===== config.mk =====
export PLATFORM = sky130hd
export DESIGN_NAME = syncronizer
export DESIGN_NICKNAME = d
export VERILOG_FILES = /design/src/rtl/syncronizer.sv
export SDC_FILE = /design/constraint.sdc
export NUM_CORES = 1
export LEC_CHECK = 0
export CAP_MARGIN = 20
export CORE_UTILIZATION = 30
export DETAILED_ROUTE_END_ITERATION = 10
export SLEW_MARGIN = 10
export SYNTH_ARGS = -nofsm -noshare
export SYNTH_HDL_FRONTEND = slang
export SYNTH_SLANG_ARGS = --single-unit

===== constraint.sdc =====
create_clock -name Clk -period 2.94 [get_ports Clk]
set_input_delay 0.294 -clock Clk [delete_from_list [all_inputs] [get_ports Clk]]
set_output_delay 0.294 -clock Clk [all_outputs]
set_load 0.005 [all_outputs]

===== src/rtl/syncronizer.sv =====
`timescale 1ns/1ps
`default_nettype none
// ============================================================================
//  Module      : syncronizer
//  Description : Input conditioning and route check for the train controller.
//                Six asynchronous track-sensor lines are brought into the Clk
//                domain through SYNC_STAGES-deep flop chains. A condition
//                chosen by Selector is evaluated on the synchronized values
//                and registered into Y, gated by Enable.
//
//  Parameters  : SYNC_STAGES - flops per sensor synchronizer (legal 2..4)
//
//  Ports       : Clk       in   system clock, rising edge
//                Rst_n     in   asynchronous active-low reset
//                S1..S6    in   track sensors, asynchronous to Clk
//                Selector  in   [4:3] mode, [2:0] index (synchronous)
//                Enable    in   output enable (synchronous)
//                Y         out  registered condition result
//
//  Revision    : 1.0  initial release
// ============================================================================
module syncronizer #(
    parameter int SYNC_STAGES = 2
) (
    input  logic       Clk,
    input  logic       Rst_n,
    input  logic       S1,
    input  logic       S2,
    input  logic       S3,
    input  logic       S4,
    input  logic       S5,
    input  logic       S6,
    input  logic [4:0] Selector,
    input  logic       Enable,
    output logic       Y
);

    localparam logic [1:0] c_MODE_SINGLE = 2'b00;
    localparam logic [1:0] c_MODE_PAIR   = 2'b01;
    localparam logic [1:0] c_MODE_ANY    = 2'b10;
    localparam logic [1:0] c_MODE_ALL    = 2'b11;
    localparam logic [2:0] c_LAST_IDX    = 3'd5;
    localparam logic [2:0] c_NUM_SENSORS = 3'd6;

    logic [5:0] w_s;      // raw sensors, bit k-1 = Sk
    logic [5:0] w_q;      // synchronized sensors, bit k-1 = Qk
    logic [7:0] w_qx;     // zero-extended so index 6/7 reads a safe 0
    logic [1:0] w_mode;
    logic [2:0] w_idx;
    logic [2:0] w_idx_next;
    logic       w_cond;
    logic       r_y;

    assign w_s = {S6, S5, S4, S3, S2, S1};

    // One independent flop chain per sensor; the last stage is the synced value.
    generate
        for (genvar k = 0; k < 6; k++) begin : g_sync
            logic [SYNC_STAGES-1:0] r_chain;

            always_ff @(posedge Clk or negedge Rst_n) begin
                if (!Rst_n) begin
                    r_chain <= '0;
                end else begin
                    r_chain <= {r_chain[SYNC_STAGES-2:0], w_s[k]};
                end
            end

            assign w_q[k] = r_chain[SYNC_STAGES-1];
        end
    endgenerate

    assign w_qx   = {2'b00, w_q};
    assign w_mode = Selector[4:3];
    assign w_idx  = Selector[2:0];

    // Pair partner of index i; index 5 wraps around to sensor 1.
    assign w_idx_next = (w_idx == c_LAST_IDX) ? 3'd0 : (w_idx + 3'd1);

    always_comb begin
        w_cond = 1'b0;
        case (w_mode)
            c_MODE_SINGLE: begin
                if (w_idx < c_NUM_SENSORS) begin
                    w_cond = w_qx[w_idx];
                end
            end
            c_MODE_PAIR: begin
                if (w_idx < c_NUM_SENSORS) begin
                    w_cond = w_qx[w_idx] & w_qx[w_idx_next];
                end
            end
            c_MODE_ANY: w_cond = |w_q;
            c_MODE_ALL: w_cond = &w_q;
            default:    w_cond = 1'b0;
        endcase
    end

    always_ff @(posedge Clk or negedge Rst_n) begin
        if (!Rst_n) begin
            r_y <= 1'b0;
        end else begin
            r_y <= Enable ? w_cond : 1'b0;
        end
    end

    assign Y = r_y;

endmodule
`default_nettype wire


==> results.md <==
* Number of iterations in the first detailed-routing pass at 3
* Setup violations, final at 0
* Global-route usage over all layers at a little under a tenth
* Timing-limited maximum frequency at approximately 0.69 GHz
* Power after layout at around 0.34 mW
* Cell chain of the critical path: clkdlybuf4s50_1, or2b_1, a21boi_0, o41ai_1, o2111a_1
* Mapped cell area at between 400 and 500 sq um
* Weighted congestion at the end of routability-driven global placement at between 0.8 and 0.9
* Skew-Pair Late Insertion Delay at around 260 ps
* Met2 Routed Length at ~350 microns
* Vias in the first global route at 302
* Status: finished clean
* Number of port buffers at 14
* Avg WL per Cell at 10.6 microns
* Worst VDD drop at around 0.25 mV
* Data arrival time of the worst path at around 1700 ps
* Total number of clock tree sinks at 13
* Kind of end point of the critical path: register
* Vias per std cell at 4.91
* Crit path buf inv count at 1
* Most frequent standard cell in the layout excluding fill and tap cells: sky130_fd_sc_hd__clkdlybuf4s50_1
* Post-CTS Repair Setup Buffers at 0
* Number of cells produced by synthesis at 36
* First DRT Iteration DRCs at 1
* CTS clk-pin slew, worst paths at roughly 70 ps
* Pre-CTS setup slack at about 1200 ps
* Share of the yosys chip area belonging to registers at about 68%
* Worst slew pin tran at a little over 500 ps
* Number of buffers added by the clock tree synthesis step at 3
* Top Family by Delay on Critical Path: compound AO/OA/AOI/OAI gates
* Final slew viol count at 0
* Number of distinct library cells after synthesis at 17
* Pin count of the biggest net entering global routing at 14
* Antenna cell count at 0
* Clock period minus worst slack at around 1500 ps
* Req. time, crit path at between 3000 and 4000 ps
* Cell types occupying the most area after synthesis: sky130_fd_sc_hd__dfrtp_1 68%, sky130_fd_sc_hd__or2b_1 4.7%, sky130_fd_sc_hd__a221oi_2 3.1%, sky130_fd_sc_hd__nor2_1 2.3%, sky130_fd_sc_hd__o2111a_1 2.3%
* Critical-path cell with the highest stage delay: sky130_fd_sc_hd__clkdlybuf4s50_1
* Met1 layer wirelength in the final routing at between 300 and 400 microns
* Number of antenna violations at the first check in global routing at 0
* Longest individual stage delay on the worst path at 530 ps
* Clk_skew at between 0.8 and 0.9 ps
* Met3 wirelength from detailed routing at 54 microns
* Commonest cells after routing, fill and taps aside: 14 x sky130_fd_sc_hd__clkdlybuf4s50_1, 13 x sky130_fd_sc_hd__dfrtp_1, 3 x sky130_fd_sc_hd__nor2_1, 3 x sky130_fd_sc_hd__or2b_1, 3 x sky130_fd_sc_hd__clkbuf_4
* DRC viols at 0
* Leading area contributor after synthesis: sky130_fd_sc_hd__dfrtp_1
* Type of the worst setup path: in2reg
* Maximum buffer depth of the clock tree at 2
* TritonCTS clock tree: yes
* Worst hold-check path type: reg2reg
* Total Die Area at 1760 sq um
* Total of warnings raised by yosys at 0
* Global-route wire length before repair at around 1200 microns
* Relative area change from synthesis to final layout at 38.9%
* DIE HEIGHT at about 42 microns
* Fillcell total at between 100 and 150
* Estimated wirelength of the detail-placed design at between 500 and 600 microns
* Floorplan core area at ~1500 sq um
* Proportion of layout cells with a drive suffix above 1 at under 10%
* Nets@finish at ~70
* Total overflow reported by the global router at 0
* Endpoints failing hold at 0
* Number of vias in the routed layout at between 300 and 400
* Areal power density over the cells at a little over 500 nW/um^2
* Final sum of negative setup slack at 0 ps
* Top-area cell type share of the netlist area at between 60% and 70%
* Count of maximum capacitance violations at 0
* Highest net fanout along the worst path at 7
* Critical path startpoint category: input port
* Root buffer cell: sky130_fd_sc_hd__clkbuf_4
* Starting density of the core at about a third
* Setup repair after global routing missed its margin: no
* Number of instances resized during post-cts repair at 0
* Post-route fraction of the period consumed by the critical path at between 40% and 50%
* H-Tree Level Count at 1
* Chip width at 42.0 microns
* Worst Setup Slack, final at 1480 ps
* Number of synthesized register bits at 13
* Top-Level Pins at 15
* Mean cell area of the mapped netlist at around 13 sq um
* Leakage power of the design at between 0.2 and 0.3 nW
* Syn nets at 50
* Top layer in use: met4
* Hold buffers post-CTS at 0
* Final wirelength at approximately 740 microns
* Worst slew slack as a fraction of its limit at roughly two thirds
* Post-detailed-route count of antenna-violating nets at 0
* Number of placement rows at 14
[worst register-to-register path: cells and delay by family (launching register included)]
family / cells / cell delay [ps]
compound gates: 3 / 640
flops: 1 / 390
simple gates: 1 / 110
[final timing paths]
path                                                     start                             end  slack [ps]  cells past startpoint
worst max-delay path                               Selector[0]                     Y$_DFF_PN0_        1480                      5
worst min-delay path            g_sync[5].r_chain[0]$_DFF_PN0_  g_sync[5].r_chain[1]$_DFF_PN0_         350                      0
worst max register to register  g_sync[2].r_chain[1]$_DFF_PN0_                     Y$_DFF_PN0_        1740                      4
worst min register to register  g_sync[5].r_chain[0]$_DFF_PN0_  g_sync[5].r_chain[1]$_DFF_PN0_         350                      0
max in group asynchronous                                Rst_n  g_sync[5].r_chain[0]$_DFF_PN0_        2230                      1
min in group asynchronous                                Rst_n  g_sync[1].r_chain[0]$_DFF_PN0_         370                      1
[cells by family after synthesis]
family / synth area share, %
compound gates: 17.2
mux: 2.09
buf+inv: 1.57
flops: 67.9
simple gates: 11.2
[power breakdown]
part	internal [mW]	switching (mW)
Sequential	0.188	0.00542
Clock	0.0525	0.0505
Combinational	0.0253	0.0139
[cell type report]
| class | instances | area (sq um) | area share [%] |
|---|---|---|---|
| clock buffer | 4 | 26.3 | 3.95 |
| multi-input combinational | 21 | 146 | 22.0 |
| timing repair buffer | 14 | 140 | 21.1 |
| sequential | 13 | 325 | 48.9 |
| tap | 16 | 20.0 | 3.01 |
| inverter | 2 | 7.51 | 1.13 |
[through the flow]
step	cells	utilization [%]	hold WS (ps)	area, sq um
finish	70	44.2	350	666
detailed placement	66	42.4	335	639
CTS	70	44.2	351	666
global route	70	44.2	360	666
global placement	66	42.4	331	639
floorplan	36	-	-1.59	479
[Yosys cell counts]
master	number
sky130_fd_sc_hd__a21boi_0	1
sky130_fd_sc_hd__a21oi_1	2
sky130_fd_sc_hd__a221oi_2	1
sky130_fd_sc_hd__a22o_1	1
sky130_fd_sc_hd__dfrtp_1	13
sky130_fd_sc_hd__inv_1	2
sky130_fd_sc_hd__mux2i_1	1
sky130_fd_sc_hd__nand2_1	2
sky130_fd_sc_hd__nand4_1	1
sky130_fd_sc_hd__nor2_1	3
sky130_fd_sc_hd__nor4_1	1
sky130_fd_sc_hd__o2111a_1	1
sky130_fd_sc_hd__o21a_1	1
sky130_fd_sc_hd__o21bai_1	1
sky130_fd_sc_hd__o22ai_1	1
sky130_fd_sc_hd__o41ai_1	1
sky130_fd_sc_hd__or2b_1	3
[metal layers]
metal / vias to the layer above / GRT usage (%)
li1: 169 / -
met1: 158 / 11.1
met2: 15 / 13.8
met3: 2 / 1.74
met4: 0 / 7.74
met5: - / 0
[registers in the layout (all words and copies together), names as in the netlist]
name and flops:
Y 1, g_sync.r_chain 12
No activity file was read; power rests on OpenSTA's default activity.
==> patch (same flow settings) <==
The parameter `SYNC_STAGES` goes from 2 to 4. Comments in the files are not updated.
--- a/src/rtl/syncronizer.sv
+++ b/src/rtl/syncronizer.sv
@@ -20,7 +20,7 @@
 //  Revision    : 1.0  initial release
 // ============================================================================
 module syncronizer #(
-    parameter int SYNC_STAGES = 2
+    parameter int SYNC_STAGES = 4
 ) (
     input  logic       Clk,
     input  logic       Rst_n,
Behaviour: not the same (Yosys sat finds a counterexample within 4 cycles, from zero or initial values and one cycle with Rst_n low).
==> patch against the original RTL <==
  * Area after synthesis is 63% higher
  * Setup slack gained 0.029 ns
  * Sequential share of layout area rose by 14 points
  * Routed wire length rose by 31%
  * Critical path depth decreased by 4
  * Sequential power is 91% higher
  * Sequential cell count is 12 higher
  * Power is 64% higher
  * Cell area increased by 50%
==> patch: results (changes against the original RTL) <==
| Metric | Value |
|---|---|
| RePlAce Congestion | 0.784 (-2.8%) |
| Max reg flops | 24 (+12) |
| Clk_lat worst skew | 0.30 ns (+0.04 ns) |
| Largest net degree at the start of global routing | 26 (+12) |
| Peak supply drop | 0.000345 V (+37%) |
| Clock skew | 0.00454 ns (+0.00373 ns) |
| Dpl cell area | 957 um^2 (+50%) |
| Synthesized net count | 62 (+24%) |
| Avg Cell Area, Syn | 16.2 um^2 (+22%) |
| CP max FO | 1 (-6) |
| Setup slack, reg-to-reg | 1.71 ns (-0.03 ns) |
| Most frequent cells after synthesis | 25 x dfrtp_1, 3 x nor2_1, 3 x or2b_1 |
| Post-synthesis sequential area ratio | 80.3% (+12 points) |
| First-pass GRT wire length | 1740 um (+47%) |
| Layout cells sized above 1 | 7.46% (+0.055 points) |
| Status | completed |
| WL/cell | 10.0 um (-5.3%) |
| Top post-synthesis cells by area | dfrtp_1 80%, or2b_1 2.9%, a221oi_2 1.9%, nor2_1 1.4%, o2111a_1 1.4% |
| Leakage | 0.000430 uW (+52%) |
| Max_slew headroom | 59.4% (-6.0 points) |
| Vias per cell | 4.40 (-10%) |
| Crit-path max cell delay | 0.49 ns (-0.04 ns) |
| DP HPWL | 681 um (+23%) |
| Delay-heaviest family, CP | buffers and inverters |
| CTS clock-pin slew for the worst setup and hold paths | 0.12 ns (+0.05 ns) |
| Vias in the first global route | 426 (+41%) |
| Final nets | 82 (+19%) |
patch: cell count changes after synthesis, sizes merged:
cell	before	now
dfrtp	13	25
patch: path summary, 6_finish.rpt:
check,from,endpoint,cells past startpoint
worst max-delay path,Y,Y,1
worst min-delay path,Rst_n,g_sync[4].r_chain[1],1
worst max register to register,g_sync[2].r_chain[3],Y,4
worst min register to register,g_sync[2].r_chain[0],g_sync[2].r_chain[1],0
max in group asynchronous,Rst_n,g_sync[2].r_chain[2],2
min in group Clk,g_sync[2].r_chain[0],g_sync[2].r_chain[1],0
patch: kinds of logic (layout without fill, tap and decap cells):
| group | count (synthesis) | count (layout) | synth area share, % |
|---|---|---|---|
| compound gates | 10 | 10 | 10.6 |
| buf+inv | 2 | 21 | 0.963 |
| flops | 25 | 25 | 80.3 |
| mux | 1 | 1 | 1.28 |
| simple gates | 10 | 10 | 6.90 |
patch: final cells by class:
cell class	count	area [um^2]
Fill cell	227	1460
Sequential cell	25	626
Timing Repair Buffer	15	155
Multi-Input combinational cell	21	146
Tap cell	30	37.5
Clock buffer	4	26.3
Inverter	2	7.51
patch: per-stage QoR:
| step | hold slack [ns] | worst slack (ns) |
|---|---|---|
| 5_1_grt | 0.372 | 1.41 |
| 4_1_cts | 0.363 | 1.49 |
| 3_3_place_gp | 0.331 | 1.24 |
| 6_report | 0.358 | 1.51 |
| 3_5_place_dp | 0.335 | 1.18 |
| 2_1_floorplan | -0.00159 | 1.83 |
patch: power groups by stage:
stage / clock, uW / combinational [uW] / sequential, uW
after floorplan: 0 / 13.1 / 374
after global placement: 0 / 41.7 / 375
after detailed placement: 0 / 42.6 / 376
after CTS: 149 / 42.8 / 369
after global routing: 164 / 48.5 / 372
final: 138 / 43.8 / 369
patch: worst reg2reg max path, delay by kind of cell, from the launching register on:
family,cells,cell delay [ns]
AOI/OAI and AO/OA,3,0.65
DFF,1,0.42
and+or+nand+nor,1,0.11
patch: layer usage:
| layer | GRT usage, % | part of all wire [%] |
|---|---|---|
| met5 | 0 | 0 |
| met2 | 12.9 | 47 |
| met4 | 6.58 | 0 |
| met1 | 11.6 | 45 |
| met3 | 2.01 | 8.2 |
